**src/rtl/cpu_pkg.sv**
```systemverilog
// Shared constants and types for the CPU register-file write path.
package cpu_pkg;

  localparam int REG_N     = 8;
  localparam int REG_IDX_W = 3;
  localparam int DATA_W    = 16;

  typedef logic [REG_IDX_W-1:0] reg_idx_t;

  // One writeback request as presented by a requester.
  typedef struct packed {
    logic              valid;
    reg_idx_t          rw;
    logic [DATA_W-1:0] data;
  } wr_req_t;

  // Decode a register index into its scoreboard bit.
  function automatic logic [REG_N-1:0] onehot(input reg_idx_t idx);
    onehot      = '0;
    onehot[idx] = 1'b1;
  endfunction

endpackage

```
**src/rtl/cpu_wr_arbiter.sv**
```systemverilog
// Two-way arbiter for the single register-file write port. A (execute result)
// wins by default; B (load return) takes priority once it has been denied
// STARVE_MAX cycles in a row, which bounds its latency.
module cpu_wr_arbiter
  import cpu_pkg::*;
#(
  parameter int DATA_W     = 16,
  parameter int STARVE_MAX = 2
) (
  input  logic                 clk,
  input  logic                 reset,
  input  logic                 i_a_valid,
  input  logic [REG_IDX_W-1:0] i_a_rw,
  input  logic [DATA_W-1:0]    i_a_data,
  input  logic                 i_b_valid,
  input  logic [REG_IDX_W-1:0] i_b_rw,
  input  logic [DATA_W-1:0]    i_b_data,
  output logic                 grant_a,
  output logic                 grant_b,
  output logic                 wr_en,
  output logic [REG_IDX_W-1:0] wr_rw,
  output logic [DATA_W-1:0]    wr_data
);

  // Legal STARVE_MAX values (1..3) fit the 2-bit counter.
  localparam logic [1:0] STARVE_LIM = 2'(STARVE_MAX);

  logic [1:0] starve_cnt_q;
  logic [1:0] starve_cnt_d;
  logic       b_prio;

  // Grant selection, write-port mux and next starvation count.
  always_comb begin
    // NOTE: every output of a combinational block gets a default first so no
    // path leaves it unassigned, which would otherwise infer a latch.
    b_prio       = (starve_cnt_q == STARVE_LIM);
    grant_b      = ~reset & i_b_valid & (~i_a_valid | b_prio);
    grant_a      = ~reset & i_a_valid & ~grant_b;
    wr_en        = grant_a | grant_b;
    wr_rw        = '0;
    wr_data      = '0;
    starve_cnt_d = '0;
    if (grant_a) begin
      wr_rw   = i_a_rw;
      wr_data = i_a_data;
    end else if (grant_b) begin
      wr_rw   = i_b_rw;
      wr_data = i_b_data;
    end
    // Count only consecutive denials; a grant or an idle B restarts it.
    if (i_b_valid && !grant_b) begin
      starve_cnt_d = b_prio ? starve_cnt_q : starve_cnt_q + 2'd1;
    end
  end

  // Starvation counter register.
  always_ff @(posedge clk) begin
    // NOTE: sequential state uses non-blocking assignments so every flop
    // samples values from before the edge, independent of statement order.
    if (reset) begin
      starve_cnt_q <= '0;
    end else begin
      starve_cnt_q <= starve_cnt_d;
    end
  end

endmodule

```
**src/rtl/cpu_rf_scheduler.sv**
```systemverilog
// Write-port scheduler and hazard scoreboard for the 8x16 register file.
// Arbitrates A/B writebacks onto the single write port, tracks registers with
// an in-flight write and stalls issue on RAW/WAW hazards.
module cpu_rf_scheduler
  import cpu_pkg::*;
#(
  parameter int DATA_W     = 16,
  parameter int STARVE_MAX = 2
) (
  input  logic                 clk,
  input  logic                 reset,
  input  logic                 i_iss_valid,
  input  logic [REG_IDX_W-1:0] i_iss_rx,
  input  logic [REG_IDX_W-1:0] i_iss_ry,
  input  logic                 i_iss_rx_used,
  input  logic                 i_iss_ry_used,
  input  logic [REG_IDX_W-1:0] i_iss_rw,
  input  logic                 i_iss_wen,
  output logic                 o_iss_stall,
  input  logic                 i_a_valid,
  input  logic [REG_IDX_W-1:0] i_a_rw,
  input  logic [DATA_W-1:0]    i_a_data,
  output logic                 o_a_ready,
  input  logic                 i_b_valid,
  input  logic [REG_IDX_W-1:0] i_b_rw,
  input  logic [DATA_W-1:0]    i_b_data,
  output logic                 o_b_ready,
  output logic [REG_IDX_W-1:0] o_rw,
  output logic [DATA_W-1:0]    o_rw_data,
  output logic                 o_rw_en,
  output logic [REG_N-1:0]     o_pending,
  output logic                 o_err
);

  logic [REG_N-1:0] pending_q;
  logic [REG_N-1:0] pending_d;
  logic             err_q;
  logic             err_d;
  logic [REG_N-1:0] clr;
  logic [REG_N-1:0] set;
  logic [REG_N-1:0] eff;

  cpu_wr_arbiter #(
    .DATA_W     (DATA_W),
    .STARVE_MAX (STARVE_MAX)
  ) u_arb (
    .clk       (clk),
    .reset     (reset),
    .i_a_valid (i_a_valid),
    .i_a_rw    (i_a_rw),
    .i_a_data  (i_a_data),
    .i_b_valid (i_b_valid),
    .i_b_rw    (i_b_rw),
    .i_b_data  (i_b_data),
    .grant_a   (o_a_ready),
    .grant_b   (o_b_ready),
    .wr_en     (o_rw_en),
    .wr_rw     (o_rw),
    .wr_data   (o_rw_data)
  );

  // Hazard detection and scoreboard next state. A register whose write
  // completes this cycle is not a hazard: the register file forwards it.
  always_comb begin
    clr         = o_rw_en ? onehot(o_rw) : '0;
    eff         = pending_q & ~clr;
    o_iss_stall = reset |
                  (i_iss_valid & ((i_iss_rx_used & eff[i_iss_rx]) |
                                  (i_iss_ry_used & eff[i_iss_ry]) |
                                  (i_iss_wen     & eff[i_iss_rw])));
    set         = (i_iss_valid & i_iss_wen & ~o_iss_stall) ? onehot(i_iss_rw) : '0;
    // Set is applied after clear so a same-cycle issue to a completing
    // register leaves it pending.
    pending_d   = eff | set;
    err_d       = err_q | (o_rw_en & ~pending_q[o_rw]);
  end

  // Scoreboard and sticky error registers.
  always_ff @(posedge clk) begin
    if (reset) begin
      pending_q <= '0;
      err_q     <= 1'b0;
    end else begin
      pending_q <= pending_d;
      err_q     <= err_d;
    end
  end

  assign o_pending = pending_q;
  assign o_err     = err_q;

endmodule

```
**config.mk**
```make
export PLATFORM = sky130hd
export DESIGN_NAME = cpu_rf_scheduler
export DESIGN_NICKNAME = d
export VERILOG_FILES = /design/src/rtl/cpu_pkg.sv /design/src/rtl/cpu_wr_arbiter.sv /design/src/rtl/cpu_rf_scheduler.sv
export SDC_FILE = /design/constraint.sdc
export NUM_CORES = 1
export LEC_CHECK = 0
export CAP_MARGIN = 25
export CORE_UTILIZATION = 65
export CTS_BUF_LIST = sky130_fd_sc_hd__clkbuf_4 sky130_fd_sc_hd__clkbuf_8
export DETAILED_ROUTE_END_ITERATION = 7
export DONT_BUFFER_PORTS = 1
export GPL_TIMING_DRIVEN = 0
export HOLD_SLACK_MARGIN = 0.06
export PLACE_DENSITY = 0.88
export SLEW_MARGIN = 20
export SYNTH_ARGS = -nofsm -noshare
export SYNTH_HDL_FRONTEND = slang
export SYNTH_HIERARCHICAL = 1
export SYNTH_SLANG_ARGS = --single-unit
```
**constraint.sdc**
```tcl
create_clock -name clk -period 11.5 [get_ports clk]
set_clock_uncertainty 0.05 [all_clocks]
set_input_delay 2.3 -clock clk [delete_from_list [all_inputs] [get_ports clk]]
set_output_delay 2.3 -clock clk [all_outputs]
set_load 0.01 [all_outputs]
```
Yosys cells after proc, flatten, opt, wreduce, memory -nomap -nowiden
Index checks and enable logic that the tools add are counted.
- register bits after elaboration: 11
- latch bits: 0
- memory bits (writable): 0
- bits in read-only memories: 0
- input port bits: 55
- output and inout port bits: 32
- word-level logic and storage cells: 60
- memories kept: 0
- add/sub/neg operators: 1
- $mul: 0
- div/mod/pow operators: 0
- magnitude comparators: 6
- eq/ne operators: 1
- shifts and indexed selects: 0
- multiplexer cells: 18
- bitwise operators: 26
- reductions and logical operators: 5
- operator list (cell ; number):
    two-way mux 16 bit ; 2
    < comparator 3 x 4 -> 1 bit, second input constant ; 4
    two-way mux 8 bit ; 2
    binary-select mux 1 bit (select 3 bit) ; 4
    AND 1 bit ; 11
    AND 8 bit ; 1
    NOT 8 bit ; 1
    bitwise OR 8 bit ; 1
    demux 1 bit (select 3 bit) ; 2
    >= comparator 3 x 1 -> 1 bit, second input constant ; 2
    two-way mux 1 bit ; 6
    two-way mux 3 bit ; 2
    NOT 1 bit ; 6
    bitwise OR 1 bit ; 6
    logical AND 1 bit ; 3
    adder 2 x 1 -> 2 bit, second input constant ; 1
    equality test 2 bit, second input constant ; 1
    OR reduction 2 bit ; 1
    zero test 1 bit ; 1

Depth between registers and ports, before layout
- depth after elaboration: 24
- mapped depth: 12
- depth with buffers taken out: 10

Cells and area by module
The synthesis kept the hierarchy.
- modules (own cells, without submodules) (module ; instances ; cells an instance ; area an instance (µm²) ; seq. area each (µm²)):
    cpu_rf_scheduler ; 1 ; 98 ; 837.1 ; 180.2
    cpu_wr_arbiter ; 1 ; 81 ; 571.8 ; 40.0

Worst setup path after synthesis
OpenSTA, ideal clock, no wires.
- path kind: input to output
- from: input port i_a_valid
- to: output port o_iss_stall
- arrival: 4802 ps
- required time: 9150 ps
- setup slack: 4348 ps
- cell stages on the path: 10
- path through: nor2b_1 buf_2 o32ai_1 buf_2 nand4b_1 and2_0 mux4_2 o2111ai_2 o31ai_2 a221o_1
- cells in the longest elaborated chain, start to end: 20
- elaborated cells between the ends (all ways): 30
- those cells by class: order compare (2); mux (11); bitwise (16); reduce/logical (1)
- ends and longest elaborated chain (what ; RTL line ; RTL):
    from (decl) ; cpu_rf_scheduler.sv:20 ; input logic i_a_valid,
    NOT 1 bit ; cpu_wr_arbiter.sv:37 ; grant_b = ~reset & i_b_valid & (~i_a_valid | b_prio);
    bitwise OR 1 bit ; cpu_wr_arbiter.sv:37 ;
    AND 1 bit ; cpu_wr_arbiter.sv:37 ;
    NOT 1 bit ; cpu_wr_arbiter.sv:38 ; grant_a = ~reset & i_a_valid & ~grant_b;
    AND 1 bit ; cpu_wr_arbiter.sv:38 ;
    two-way mux 3 bit * ; cpu_wr_arbiter.sv:43 ; if (grant_a) begin
    net o_rw[1] ; cpu_rf_scheduler.sv:28 ; output logic [REG_IDX_W-1:0] o_rw,
    < comparator 3 x 4 -> 1 bit (not written as such) or >= comparator 3 x 1 -> 1 bit (tied branches) ; cpu_pkg.sv:20 ; onehot[idx] = 1'b1;
    (+5 left out) ; n/a ;
    AND 8 bit * ; cpu_rf_scheduler.sv:66 ; eff = pending_q & ~clr;
    binary-select mux 1 bit (select 3 bit), on equally long branches ; cpu_rf_scheduler.sv:68, cpu_rf_scheduler.sv:69 ;
    two-way mux 1 bit, on equally long branches ; cpu_rf_scheduler.sv:68, cpu_rf_scheduler.sv:69 ;
    AND 1 bit, on equally long branches ; cpu_rf_scheduler.sv:68, cpu_rf_scheduler.sv:69 ;
    bitwise OR 1 bit ; cpu_rf_scheduler.sv:68 ; (i_iss_valid & ((i_iss_rx_used & eff[i_iss_rx]) |
    bitwise OR 1 bit * ; cpu_rf_scheduler.sv:69 ; (i_iss_ry_used & eff[i_iss_ry]) |
    AND 1 bit * ; cpu_rf_scheduler.sv:68 ;
    bitwise OR 1 bit * ; cpu_rf_scheduler.sv:67 ; o_iss_stall = reset |
    to (decl) ; cpu_rf_scheduler.sv:19 ; output logic o_iss_stall,
Mark *: on every way through the listed nets, which the timed path passes. The rest lies on a longest branch. The select of a mux whose other input is x is not followed.

Final worst setup path
Ends and elaborated chain as after synthesis.

==> summary.md <==
| Metric | Value |
|---|---|
| Run status | completed |
| Synth top area cells | nand2b_1 (18%), dfxtp_1 (16%), o32ai_1 (14%), mux4_2 (4.8%), nand4b_1 (3.1%) |
| I/O Buffers | 0 |
| WL final | 3770 um |
| Syn-to-layout area delta | 4.53% |
| Hold Crit Class | reg -> reg |
| Layout Utilization | 0.736 |
| Comb pwr share | 0.343 |
| CTS tree | yes |
| Clock sinks | 11 |
| Initial Utilization | 0.704 |
| M3 GR Usage | 0.0818 |
| Detailed Place HPWL | 2850 um |
| GRT Max-Usage Layer | met2 |
| IO Count | 87 |
| Die ar. | 2360 um^2 |
| Gr usage total | 0.336 |
| Flops & latches, synth | 11 |
| Critical Path End Type | output port |
| PnR worst setup slack | 4.02 ns |
| Nets | 240 |
| Critical path startpoint category | primary input |
| Gpl congestion | 0.911 |
| Yosys top cell area share | 0.182 |
| WL/cell | 18.0 um |
| Switching portion of total power | 0.348 |
| Worst-skew pair later-pin latency | 0.27 ns |
| Power per cell area | 72.9 nW/um^2 |
| Required time of the critical path | 9.15 ns |
| Antenna fix cells | 0 |
| Setup TNS | 0 ns |
| Count of different cell masters after synthesis | 43 |
| # DRC | 0 |
| Die Span Y | 48.6 um |
| P_int | 0.0000700 W |
| Psw | 0.0000374 W |
| Clock-pin slew on the worst setup and hold paths | 0.08 ns |
| Final Hold Vio Count | 0 |
| Relative slew slack | 0.522 |
| Placement Setup Slack | 4.06 ns |
| Synth area leader | nand2b_1 |
| Post-route cell area | 1470 um^2 |
| Worst vdd ir | 0.0613 mV |
| Met1 usage | 0.469 |
| Number of CTS-inserted buffers | 3 |
| Root buf cell | clkbuf_4 |
| Area after DPL | 1440 um^2 |
| Max-slew violations | 0 |
| Mapped Cells | 179 |
| Worst EP arrival | 5.13 ns |
| First-pass GRT wire length | 6350 um |
| RSZ-0062 raised after global routing | no |
| Via count | 1,490 |
| Most common cell after layout, fill and taps aside | nand2b_1 |
| Core footprint | 2000 um^2 |
| Post-CTS setup buffer count | 0 |
| Syn_nets | 235 |
| Hold-fix buffers at CTS | 0 |
| Vias in the first global route | 1,317 |
| Initial DRC count | 40 |
| Yosys warns | 6 |
| Tmin final | 7.48 ns |
| CTS resizes | 0 |
| Worst slew pin tran | 0.712 ns |
| Most frequent cells in the layout | nand2b_1 (41), o32ai_1 (23), dfxtp_1 (11) |
| DR pass1 iterations | 4 |
| Htree depth | 1 |
| Max-cap violation count | 0 |
| Layout cell share with drive strength beyond 1 | 0.126 |
| Final setup violation count | 0 |
| GR Util met2 | 0.514 |
| Mapped Area | 1410 um^2 |
| CP max FO | 10 |
| Post-synthesis sequential area ratio | 0.156 |
| Syn avg cell area | 7.87 um^2 |
| Sequential cell fraction of total power | 0.375 |
| Final ANT Viol Nets | 0 |
| Largest net degree at the start of global routing | 11 |
| Pleak | 0.466 nW |
| # rows | 16 |
| Period utilisation layout | 0.651 |
| GRT overflow | 0 |
| WS Path Type | in -> out |
| Vias/cell | 7.10 |
| Initial antenna violation count | 0 |
| Die width | 48.6 um |
| Clk pwr share | 0.282 |
| Peak Freq | 134 MHz |
| CTS Buffer Depth | 2 |
## layout make-up
class | count | area, um^2
Multi-Input combinational cell | 142 | 1060
Fill cell | 146 | 529
Sequential cell | 11 | 220
Buffer | 17 | 93.8
Inverter | 9 | 33.8
Tap cell | 27 | 33.8
Clock buffer | 4 | 30.0
## cell families (layout without fill, tap and decap cells)
family	after synthesis	count (layout)	share of synthesized area
and+or+nand+nor	88	88	0.388
muxes	5	5	0.0631
adders and majority gates	1	1	0.00888
buffers and inverters	26	30	0.0906
DFF	11	11	0.156
AOI/OAI and AO/OA	48	48	0.293
## metal layers
layer / vias up / share of wire
li1: 695 / -
met1: 689 / 0.39
met2: 96 / 0.48
met3: 10 / 0.11
met4: 0 / 0.017
met5: - / 0
## per-stage QoR
step	hold WS (ns)	power [W]	instances
finish	0.370	0.000107	210
CTS	0.375	0.000107	210
global route	0.404	0.000113	210
global placement	0.360	0.0000757	206
detailed placement	0.365	0.0000773	206
floorplan	0.350	0.0000717	179
## flip-flops by register name, summed over array words and instances (netlist names)
signal,flops
o_pending,8
u_arb/starve_cnt_q,2
o_err,1
## critical path, cell delays in order
cell and delay (ns):
nor2b_1 0.11, buf_2 0.18, o32ai_1 0.63, buf_6 0.24
and4bb_1 0.24, nor2b_1 0.23, mux2_1 0.18, o311ai_1 0.09
o31ai_2 0.59, a221o_1 0.32
## synth_stat cells
| cell type | number |
|---|---|
| a211oi_1 | 1 |
| a21bo_2 | 1 |
| a21oi_1 | 3 |
| a221o_1 | 1 |
| a221oi_1 | 2 |
| a311oi_1 | 1 |
| and2_0 | 1 |
| and2_1 | 1 |
| and4bb_1 | 1 |
| and4bb_2 | 1 |
| buf_1 | 1 |
| buf_2 | 6 |
| buf_6 | 3 |
| clkbuf_1 | 7 |
| dfxtp_1 | 11 |
| ha_1 | 1 |
| inv_1 | 8 |
| inv_2 | 1 |
| mux2_1 | 1 |
| mux2i_1 | 1 |
| mux4_2 | 3 |
| nand2_1 | 7 |
| nand2b_1 | 41 |
| nand3_1 | 6 |
| nand3b_1 | 2 |
| nand4_1 | 2 |
| nand4b_1 | 5 |
| nand4bb_1 | 1 |
| nor2_1 | 10 |
| nor2b_1 | 6 |
| nor3_1 | 3 |
| nor4b_4 | 1 |
| o2111ai_1 | 4 |
| o2111ai_2 | 1 |
| o21a_1 | 1 |
| o21ai_0 | 1 |
| o22a_1 | 1 |
| o22ai_1 | 3 |
| o311ai_1 | 1 |
| o31ai_1 | 2 |
| o31ai_2 | 1 |
| o32ai_1 | 23 |
| o32ai_2 | 1 |
## power groups by stage
stage / combinational [W] / clock [W] / sequential [W]
6_report: 0.0000368 / 0.0000303 / 0.0000403
5_1_grt: 0.0000401 / 0.0000323 / 0.0000404
4_1_cts: 0.0000362 / 0.0000302 / 0.0000402
3_5_place_dp: 0.0000361 / 0 / 0.0000411
3_3_place_gp: 0.0000346 / 0 / 0.0000411
2_1_floorplan: 0.0000309 / 0 / 0.0000408
## worst paths after layout
kind | slack, ns | startpoint | end | depth (start not counted)
min reg2reg | 0.37 | u_arb/starve_cnt_q[0]$_SDFFE_PP0P_ | u_arb/starve_cnt_q[0]$_SDFFE_PP0P_ | 1
max reg2reg | 8.10 | u_arb/starve_cnt_q[0]$_SDFFE_PP0P_ | o_pending[7]$_SDFF_PP0_ | 12
max | 4.02 | i_a_valid | o_iss_stall | 10
min | 0.37 | u_arb/starve_cnt_q[0]$_SDFFE_PP0P_ | u_arb/starve_cnt_q[0]$_SDFFE_PP0P_ | 1
(Power assumes the default switching activity.)
